===== src/rtl/bus_arbiter_rr_pkg.sv =====
// Shared definitions for the bus arbiter and related arbiters.
//   arb_state_t      : arbiter FSM encoding
//   BUS_SEL_WIDTH    : width of the bus source mux select
//   DEFAULT_MAX_HOLD : default ownership limit under contention
package bus_arbiter_rr_pkg;

    typedef enum logic [1:0] {
        ST_IDLE = 2'd0,
        ST_BUSY = 2'd1,
        ST_TURN = 2'd2
    } arb_state_t;

    localparam int BUS_SEL_WIDTH    = 6;
    localparam int DEFAULT_MAX_HOLD = 16;

endpackage


===== src/rtl/bus_arbiter_rr_if.sv =====
// Request/grant bundle between the requesters and the bus arbiter.
//   req       : per-requester level request
//   done      : owner finished its transfer (single-cycle pulse)
//   grant     : one-hot grant
//   bus_sel   : index of the current owner (bus mux select)
//   bus_valid : bus has an owner this cycle
// slave modport is the arbiter side, master modport the requester side.
interface bus_arbiter_rr_if #(
    parameter int NUM_REQ   = 64,
    parameter int SEL_WIDTH = 6
);
    logic [NUM_REQ-1:0]   req;
    logic                 done;
    logic [NUM_REQ-1:0]   grant;
    logic [SEL_WIDTH-1:0] bus_sel;
    logic                 bus_valid;

    modport slave (
        input  req,
        input  done,
        output grant,
        output bus_sel,
        output bus_valid
    );

    modport master (
        output req,
        output done,
        input  grant,
        input  bus_sel,
        input  bus_valid
    );
endinterface


===== src/rtl/rr_priority_pick.sv =====
// Rotating-priority encoder: returns the lowest requesting index at or
// above ptr, otherwise the lowest requesting index below ptr.
//   req   : request vector
//   ptr   : index with highest priority
//   idx   : winning index (0 when none)
//   found : at least one request is set
module rr_priority_pick
    import bus_arbiter_rr_pkg::*;
#(
    parameter int NUM_REQ   = 64,
    parameter int SEL_WIDTH = BUS_SEL_WIDTH
) (
    input  logic [NUM_REQ-1:0]   req,
    input  logic [SEL_WIDTH-1:0] ptr,
    output logic [SEL_WIDTH-1:0] idx,
    output logic                 found
);

    // First pass finds the lowest request overall (the wrap-around winner);
    // the second pass overrides it with the lowest request at or above ptr.
    always_comb begin
        idx   = '0;
        found = 1'b0;
        for (int i = NUM_REQ - 1; i >= 0; i--) begin
            if (req[i]) begin
                idx   = SEL_WIDTH'(i);
                found = 1'b1;
            end
        end
        for (int i = NUM_REQ - 1; i >= 0; i--) begin
            if (req[i] && (i >= int'(ptr))) begin
                idx = SEL_WIDTH'(i);
            end
        end
    end

endmodule


===== src/rtl/bus_arbiter_rr.sv =====
// Round-robin arbiter for the shared processor bus, with a one-cycle
// turnaround between owners and preemption of long holders under contention.
//   clk   : system clock, rising edge
//   rst_n : asynchronous active-low reset
//   bus   : slave side of bus_arbiter_rr_if (req, done in; grant, bus_sel,
//           bus_valid out, all outputs registered)
//
// state   | meaning
// --------+------------------------------------------
// ST_IDLE | no owner
// ST_BUSY | bus owned by requester bus_sel
// ST_TURN | one dead cycle after a release
module bus_arbiter_rr
    import bus_arbiter_rr_pkg::*;
#(
    parameter int NUM_REQ   = 64,
    parameter int SEL_WIDTH = BUS_SEL_WIDTH,
    parameter int MAX_HOLD  = DEFAULT_MAX_HOLD,
    parameter int CNT_WIDTH = 5
) (
    input  logic            clk,
    input  logic            rst_n,
    bus_arbiter_rr_if.slave bus
);

    arb_state_t           state;
    logic [NUM_REQ-1:0]   grant_q;
    logic [SEL_WIDTH-1:0] sel_q;
    logic                 valid_q;
    logic [SEL_WIDTH-1:0] ptr_q;
    logic [CNT_WIDTH-1:0] hold_cnt;

    logic [SEL_WIDTH-1:0] pick_idx;
    logic                 pick_found;
    logic [NUM_REQ-1:0]   pick_onehot;
    logic [SEL_WIDTH-1:0] ptr_next;

    logic                 others_waiting;
    logic                 owner_req;
    logic                 hold_expired;
    logic                 release_bus;

    rr_priority_pick #(
        .NUM_REQ   (NUM_REQ),
        .SEL_WIDTH (SEL_WIDTH)
    ) u_pick (
        .req   (bus.req),
        .ptr   (ptr_q),
        .idx   (pick_idx),
        .found (pick_found)
    );

    assign pick_onehot = NUM_REQ'(1) << pick_idx;
    assign ptr_next    = (pick_idx == SEL_WIDTH'(NUM_REQ - 1)) ? '0 : pick_idx + 1'b1;

    assign others_waiting = |(bus.req & ~grant_q);
    assign owner_req      = bus.req[sel_q];
    // >= rather than == so an owner whose counter already saturated while
    // uncontended is still preempted once a competitor shows up.
    assign hold_expired   = (hold_cnt >= CNT_WIDTH'(MAX_HOLD - 1));
    assign release_bus    = bus.done | ~owner_req | (hold_expired & others_waiting);

    always_ff @(posedge clk or negedge rst_n) begin
        if (!rst_n) begin
            state    <= ST_IDLE;
            grant_q  <= '0;
            sel_q    <= '0;
            valid_q  <= 1'b0;
            ptr_q    <= '0;
            hold_cnt <= '0;
        end else begin
            case (state)
                ST_IDLE, ST_TURN: begin
                    if (pick_found) begin
                        state    <= ST_BUSY;
                        grant_q  <= pick_onehot;
                        sel_q    <= pick_idx;
                        valid_q  <= 1'b1;
                        hold_cnt <= '0;
                        ptr_q    <= ptr_next;
                    end else begin
                        state   <= ST_IDLE;
                        grant_q <= '0;
                        valid_q <= 1'b0;
                    end
                end
                ST_BUSY: begin
                    if (release_bus) begin
                        // bus_sel is left alone so the mux stays stable.
                        state   <= ST_TURN;
                        grant_q <= '0;
                        valid_q <= 1'b0;
                    end else if (hold_cnt != CNT_WIDTH'(MAX_HOLD)) begin
                        hold_cnt <= hold_cnt + 1'b1;
                    end
                end
                default: begin
                    state   <= ST_IDLE;
                    grant_q <= '0;
                    valid_q <= 1'b0;
                end
            endcase
        end
    end

    assign bus.grant     = grant_q;
    assign bus.bus_sel   = sel_q;
    assign bus.bus_valid = valid_q;

endmodule


===== src/flat_wrapper.sv =====
// flat-port wrapper written by rule: the top's interface ports become plain ports
module bus_arbiter_rr_flat import bus_arbiter_rr_pkg::*;
#(
    parameter int NUM_REQ   = 64,
    parameter int SEL_WIDTH = BUS_SEL_WIDTH,
    parameter int MAX_HOLD  = DEFAULT_MAX_HOLD,
    parameter int CNT_WIDTH = 5
)
  (clk, rst_n, bus_req, bus_done, bus_grant, bus_bus_sel, bus_bus_valid);
  bus_arbiter_rr_if #(.NUM_REQ(NUM_REQ), .SEL_WIDTH(SEL_WIDTH)) bus_i ();
  input  logic clk;
  input  logic rst_n;
  input wire logic [$bits(bus_i.req)-1:0] bus_req;
  input wire logic [$bits(bus_i.done)-1:0] bus_done;
  output wire logic [$bits(bus_i.grant)-1:0] bus_grant;
  output wire logic [$bits(bus_i.bus_sel)-1:0] bus_bus_sel;
  output wire logic [$bits(bus_i.bus_valid)-1:0] bus_bus_valid;
  assign bus_i.req = bus_req;
  assign bus_i.done = bus_done;
  assign bus_grant = bus_i.grant;
  assign bus_bus_sel = bus_i.bus_sel;
  assign bus_bus_valid = bus_i.bus_valid;
  bus_arbiter_rr #(.NUM_REQ(NUM_REQ), .SEL_WIDTH(SEL_WIDTH), .MAX_HOLD(MAX_HOLD), .CNT_WIDTH(CNT_WIDTH)) u_core (.clk(clk), .rst_n(rst_n), .bus(bus_i));
endmodule

===== config.mk =====
export PLATFORM = sky130hd
export DESIGN_NAME = bus_arbiter_rr_flat
export DESIGN_NICKNAME = d
export VERILOG_FILES = /design/src/rtl/bus_arbiter_rr_pkg.sv /design/src/rtl/bus_arbiter_rr_if.sv /design/src/rtl/rr_priority_pick.sv /design/src/rtl/bus_arbiter_rr.sv /design/src/flat_wrapper.sv
export SDC_FILE = /design/constraint.sdc
export NUM_CORES = 1
export LEC_CHECK = 0
export BUFFER_PORTS_ARGS = -buffer_cell sky130_fd_sc_hd__buf_2
export CORE_ASPECT_RATIO = 0.9
export CORE_UTILIZATION = 46
export DETAILED_ROUTE_END_ITERATION = 8
export PLACE_DENSITY = 0.77
export SYNTH_ARGS = -nofsm -noshare
export SYNTH_HDL_FRONTEND = slang
export SYNTH_SLANG_ARGS = --single-unit
export TNS_END_PERCENT = 10

===== constraint.sdc =====
create_clock -name clk -period 3.93 [get_ports clk]
set_clock_uncertainty 0.05 [all_clocks]
set_input_delay 0.393 -clock clk [delete_from_list [all_inputs] [get_ports clk]]
set_output_delay 0.393 -clock clk [all_outputs]
set_load 0.005 [all_outputs]

==> flow_metrics.py, run 1 <==
metrics = {
    "synthesis": {
        "ys_ff_latch": 84,
        "yosysUniqueCellTypes": 91,
        "synthArstFlopShare_pct": 100,
        "yosysWarnings": 0,
        "synth_fp_nets": 972,
        "synth_edf_count": 0,
        "ys.flop_type": "dfrtp_1",
        "synth_top_area_share_pct": 27.5,
        "ys_seq_area_share_pct": 27.5,
        "postSynthCellCount": 896,
        "synth_top_area_cell": "dfrtp_1",
        "synth.area.top_cells": "dfrtp_1, a22o_1, mux4_2, nand2b_1, o21ai_0",
        "netlist_area_sq_um": 7640,
        "syn_avg_cell_area_sq_um": 8.53,
    },
    "finish": {
        "final_core_util_pct": 57.0,
        "nets": 1132,
        "area_growth_pct": 20.8,
        "fillerInstances": 1491,
        "drive_gt1_share_pct": 28.1,
        "antenna_cells": 0,
        "final_cells": 1268,
    },
    "global_routing": {
        "grt.busiest_layer": "met2",
        "met2_usage_pct": 57.5,
        "grt_util_met1_pct": 56.3,
        "met3_usage_pct": 13.5,
        "antenna_found_initial": 1,
        "grt_max_degree": 85,
        "grt_pass1_wl_mm": 51.9,
        "grt_remaining_overflow": 0,
        "grt_util_all_layers_pct": 40.8,
        "grt_pass1_vias": 8443,
    },
    "flow_run": {
        "cap_violations": 0,
    },
    "worst_setup_path": {
        "worstPathCellList": "buf_2 > nor2_1 > a211oi_1 > o311ai_0 > buf_4 > o21ai_0 > o21ai_0 > nand4_1 > a21oi_1 > nand2_1 > a211oi_1 > buf_4 > ha_1 > nand3_1 > xnor2_1 > o21ai_1",
        "r2r_slack_ps": 50,
        "crit_type": "in2reg",
        "cp.arrival_ps": 4150,
        "crit_path_end_kind": "flop",
        "critPathBufInv": 3,
        "critPathLaunchType": "primary input",
        "critPathRequiredTime_ps": 4100,
        "crit_fanout": 8,
        "critPathTopFamily": "compound AO/OA/AOI/OAI gates",
        "slowest_delay_ps": 630,
        "crit_path_top_delay_cell": "o311ai_0",
    },
    "routing": {
        "drt-vias-per-instance": 7.15,
        "ant_nets": 0,
        "drt-wirelength-per-cell_um": 26.9,
        "dr.pass1.iters": 7,
        "drt_wl_total_mm": 34.1,
        "drc_errors": 0,
        "drtIter0Drc": 1410,
        "vias": 9069,
    },
    "outcome": {
        "failed_checks": "negative setup slack",
        "run_status": "complete, but fails checks",
    },
    "sta": {
        "drv_slew": 0,
        "period_minus_slack_ps": 3980,
        "finalHoldViolations": 0,
        "fin_crit_sh_pct": 101,
        "tightest_slew_ps": 1100,
        "fmax_mhz": 251,
        "rsz0062_at_grt": "false",
        "whs_ps": 165,
        "max_slew_margin_pct": 26.7,
        "setup_viol": 1,
        "setup_slack_ps": -48.4,
    },
    "cts": {
        "clk_pin_slew_worst_paths_ps": 70,
        "cts_hold_buf": 0,
        "post_cts_buffers": 0,
        "cts-root-buf": "clkbuf_16",
        "clock_path_buffers": 2,
        "cts_buffers": 9,
        "clock-sinks": 84,
        "htreeDepth": 3,
        "tritoncts": "built",
        "insertion_delay_ps": 360,
    },
    "power_and_ir_drop": {
        "power.share.combinational_pct": 65.5,
        "sequentialPowerShare_pct": 19.4,
        "p_int_mw": 3.22,
        "powerDensity_nw_per_um2": 698,
        "ir_drop_v": 0.000751,
        "pwr-share-clk_pct": 15.1,
        "swShare_pct": 50.1,
        "p_leak_nw": 4.10,
        "p_sw_mw": 3.23,
    },
    "placement": {
        "post-place-cells": 1252,
        "hpwl_mm": 26.2,
        "io_buffers": 137,
        "gp_congestion": 1.02,
    },
    "floorplan": {
        "rows": 44,
        "fp.dieH_um": 124,
        "dieArea_sq_um": 17100,
        "core-area_sq_um": 16200,
        "start_util_pct": 47.2,
        "io_pins": 138,
        "die_w_um": 138,
    },
    "hold_path": {
        "min_path_type": "in2async",
    },
}
==> cell usage after synthesis (all sizes together) (5+ instances only) <==
cell     count
a2111oi      5
a211oi      11
a21boi       6
a21o         5
a21oi       44
a22o        69
a22oi        5
a31oi       13
and2         9
and3         5
buf         46
clkbuf      21
dfrtp       84
ha           9
inv         32
mux4        20
nand2       55
nand2b      63
nand3       27
nand4       16
nor2        72
nor2b       16
nor3        23
nor4        27
o2111ai     19
o211ai      17
o21a         9
o21ai       55
o21bai       6
o311ai       7
o31ai        7
or2         11
==> path summary, 6_finish.rpt <==
kind | cells past startpoint | startpoint | endpoint
max | 16 | bus_req[17] | u_core.ptr_q[4]
min | 1 | rst_n | u_core.bus.grant[56]
max reg2reg | 15 | u_core.ptr_q[4] | u_core.ptr_q[4]
min reg2reg | 2 | u_core.bus.bus_valid | u_core.bus.bus_valid
max in group asynchronous | 1 | rst_n | u_core.ptr_q[0]
min in group clk | 3 | bus_done | u_core.state[1]
==> cell usage in the layout (no fill, tap or decap), types with 15 or more instances in the layout <==
master / n
a21oi_1: 43
nor3_1: 22
buf_4: 74
inv_1: 31
mux4_2: 20
nor2b_1: 15
nand4_1: 16
dfrtp_1: 83
buf_2: 136
o21ai_0: 49
o2111ai_1: 18
nand3_1: 25
nand2_1: 54
nor4_1: 23
a22o_1: 69
nand2b_1: 63
nor2_1: 64
o211ai_1: 17
==> state kept, by name (all words and copies together), names as in the netlist <==
register	flops
u_core.bus.bus_valid	1
u_core.ptr_q	6
u_core.hold_cnt	5
u_core.bus.bus_sel	6
u_core.state	2
u_core.bus.grant	64
==> cell type report <==
cell class                      count  area [sq um]  share of cell area [%]
Tap cell                          207           259                    2.81
Clock inverter                      7           108                    1.17
Multi-Input combinational cell    713          5060                    54.8
Clock buffer                        9           225                    2.44
Timing Repair Buffer              216          1360                    14.7
Inverter                           32           120                    1.30
Sequential cell                    84          2100                    22.8
==> logic make-up (layout without fill, tap and decap cells) <==
| kind of cell | Yosys count | after routing | share of synthesized area, % |
|---|---|---|---|
| xor+xnor | 1 | 1 | 0.115 |
| mux | 24 | 24 | 6.45 |
| flops | 84 | 84 | 27.5 |
| buf+inv | 99 | 264 | 6.52 |
| fa+ha+maj | 11 | 11 | 1.74 |
| simple gates | 350 | 350 | 25.8 |
| compound gates | 327 | 327 | 31.9 |
==> per-stage QoR <==
stage / total power, mW / TNS, ps / setup slack [ps] / area, sq um
after floorplan: 3.69 / 0 / 662 / 7640
after global placement: 5.25 / -40.9 / -40.9 / 8880
after detailed placement: 5.25 / -238 / -51.9 / 8880
after CTS: 6.24 / 0 / 156 / 9220
after global routing: 6.71 / 0 / 1.78 / 9230
final: 6.45 / -48.4 / -48.4 / 9230
==> worst reg2reg max path, delay by kind of cell, from the launching register on <==
family,cells,cell delay (ps)
xor+xnor,1,200
simple gates,5,770
fa+ha+maj,1,280
flops,1,460
buf+inv,2,410
compound gates,6,1570
==> per-layer routing <==
metal,share of wire [%],routed length [um],vias up
met3,16,5340,165
met4,5.3,1820,2
met5,0.038,13,-
li1,-,-,3788
met1,38,12800,4223
met2,41,14100,891
==> what timing repair did <==
item,4_1_cts,5_1_grt
resized for setup,0,3
endpoints found under the setup margin,0,51
endpoints found under the hold margin,0,0
==> power groups by stage <==
stage               clock (mW)  combinational (mW)  sequential [mW]
global route              1.01                4.43             1.27
finish                   0.972                4.22             1.25
detailed placement           0                4.00             1.25
floorplan                    0                2.56             1.13
CTS                      0.976                4.03             1.24
global placement             0                4.00             1.25
No activity file was read; power rests on OpenSTA's default activity.
==> run 2: changes to the inputs <==
- RECOVER_POWER: default -> 50
==> flow_metrics.py, run 2 (same netlist as run 1, synthesis figures left out) <==
metrics = {
    "outcome": {
        "run_status": "complete, but fails checks",
        "failed_checks": "max-capacitance violations, max-slew violations",
    },
    "routing": {
        "drc_errors": 0,
        "drt-wirelength-per-cell_um": 27.0,
        "dr.pass1.iters": 8,
        "drt-vias-per-instance": 7.19,
        "ant_nets": 0,
        "vias": 9114,
        "drt_wl_total_mm": 34.2,
        "drtIter0Drc": 1385,
    },
    "sta": {
        "finalHoldViolations": 0,
        "setup_viol": 0,
        "fmax_mhz": 255,
        "setup_slack_ps": 14.6,
        "drv_slew": 85,
        "fin_crit_sh_pct": 99.6,
        "period_minus_slack_ps": 3920,
        "tightest_slew_ps": 2160,
        "max_slew_margin_pct": -43.9,
        "rsz0062_at_grt": "false",
    },
    "worst_setup_path": {
        "cp.arrival_ps": 4090,
        "crit_type": "in2reg",
        "crit_fanout": 8,
        "critPathRequiredTime_ps": 4100,
        "critPathLaunchType": "primary input",
        "cp-startpoint": "bus_req[17]",
        "r2r-start": "u_core.ptr_q[5]",
        "crit_path_end_kind": "flop",
    },
    "finish": {
        "antenna_cells": 0,
        "final_common_cell": "buf_2",
        "drive_gt1_share_pct": 27.4,
        "layout_common_cells": "buf_2, dfrtp_1, buf_4, a22o_1, nor2_1",
        "nets": 1132,
        "area_growth_pct": 20.7,
        "largest_reg_flops": 64,
    },
    "power_and_ir_drop": {
        "p_int_mw": 3.21,
        "powerDensity_nw_per_um2": 699,
        "power.share.combinational_pct": 65.5,
        "pwr-share-clk_pct": 15.0,
        "p_leak_nw": 4.07,
        "swShare_pct": 50.2,
        "finalPower_mw": 6.45,
        "sequentialPowerShare_pct": 19.4,
        "p_sw_mw": 3.24,
        "ir_drop_v": 0.000742,
    },
    "global_routing": {
        "grt_max_degree": 85,
        "antenna_found_initial": 1,
        "grt_remaining_overflow": 0,
        "grt_pass1_vias": 8443,
        "grt_pass1_wl_mm": 51.9,
        "grt_util_all_layers_pct": 40.8,
    },
    "floorplan": {
        "core-area_sq_um": 16200,
        "die_w_um": 138,
        "start_util_pct": 47.2,
        "dieArea_sq_um": 17100,
        "rows": 44,
        "io_pins": 138,
        "fp.dieH_um": 124,
    },
    "cts": {
        "cts-root-buf": "clkbuf_16",
        "htreeDepth": 3,
        "insertion_delay_ps": 360,
        "post_cts_buffers": 0,
        "clock_path_buffers": 2,
        "clock-sinks": 84,
        "tritoncts": "built",
        "cts_buffers": 9,
        "clk_pin_slew_worst_paths_ps": 80,
    },
    "placement": {
        "hpwl_mm": 26.2,
        "gp_congestion": 1.02,
        "pre_cts_slack_ps": -51.9,
        "io_buffers": 137,
    },
    "flow_run": {
        "cap_violations": 1,
    },
    "hold_path": {
        "min_path_type": "in2reg",
        "timing.hold.worst.start": "bus_done",
    },
}
-- run 2: metal layers --
| metal | vias to the layer above | routed length (um) | track usage [%] |
|---|---|---|---|
| met3 | 178 | 5280 | 13.5 |
| met4 | 2 | 1750 | 17.4 |
| li1 | 3786 | - | - |
| met1 | 4249 | 13100 | 56.3 |
| met5 | - | 13 | 0 |
| met2 | 899 | 14200 | 57.5 |
-- run 2: power by group through the flow --
stage	Combinational, mW	Sequential, mW	Clock [mW]
3_3_place_gp	4.00	1.25	0
4_1_cts	4.03	1.24	0.976
6_report	4.23	1.25	0.969
3_5_place_dp	4.00	1.25	0
2_1_floorplan	2.56	1.13	0
5_1_grt	4.42	1.27	1.01
-- run 2: area by class of cell --
cell class | instances | area, sq um
Fill cell | 1497 | 6960
Multi-Input combinational cell | 713 | 5060
Sequential cell | 84 | 2100
Timing Repair Buffer | 216 | 1350
Tap cell | 207 | 259
Clock buffer | 9 | 225
Inverter | 32 | 120
Clock inverter | 7 | 108
-- run 2: final timing paths --
kind                                             end  slack [ps]  depth (start not counted)
worst max-delay path                 u_core.ptr_q[4]          10                         16
worst min-delay path                 u_core.state[1]         240                          3
worst max register to register       u_core.ptr_q[4]          90                         15
worst min register to register  u_core.bus.bus_valid         440                          2
max in group asynchronous            u_core.ptr_q[0]        1800                          1
min in group asynchronous       u_core.bus.grant[56]         580                          1
-- run 2: critical path: stages --
cell and delay, ps:
buf_2 190, nor2_1 250, a211oi_1 110, o311ai_0 580, buf_4 240, o21ai_0 130, o21ai_0 180, nand4_1 200
a21oi_1 280, nand2_1 90, a211oi_1 270, buf_4 180, ha_1 270, nand3_1 130, xnor2_1 200, o21ai_1 370
-- run 2: per-stage QoR --
step	area, sq um	TNS, ps	util [%]	hold slack [ps]	cells
after global routing	9220	0	57.0	258	1268
final	9220	0	57.0	243	1268
after floorplan	7640	0	-	47.4	896
after CTS	9220	0	56.9	218	1268
after detailed placement	8880	-238	54.9	417	1252
after global placement	8880	-40.9	54.9	408	1252
-- run 2: timing repair --
item / 4_1_cts / 5_1_grt
endpoints found under the setup margin: 0 / 51
resized for setup: 0 / 3
hold buffers: 0 / 0
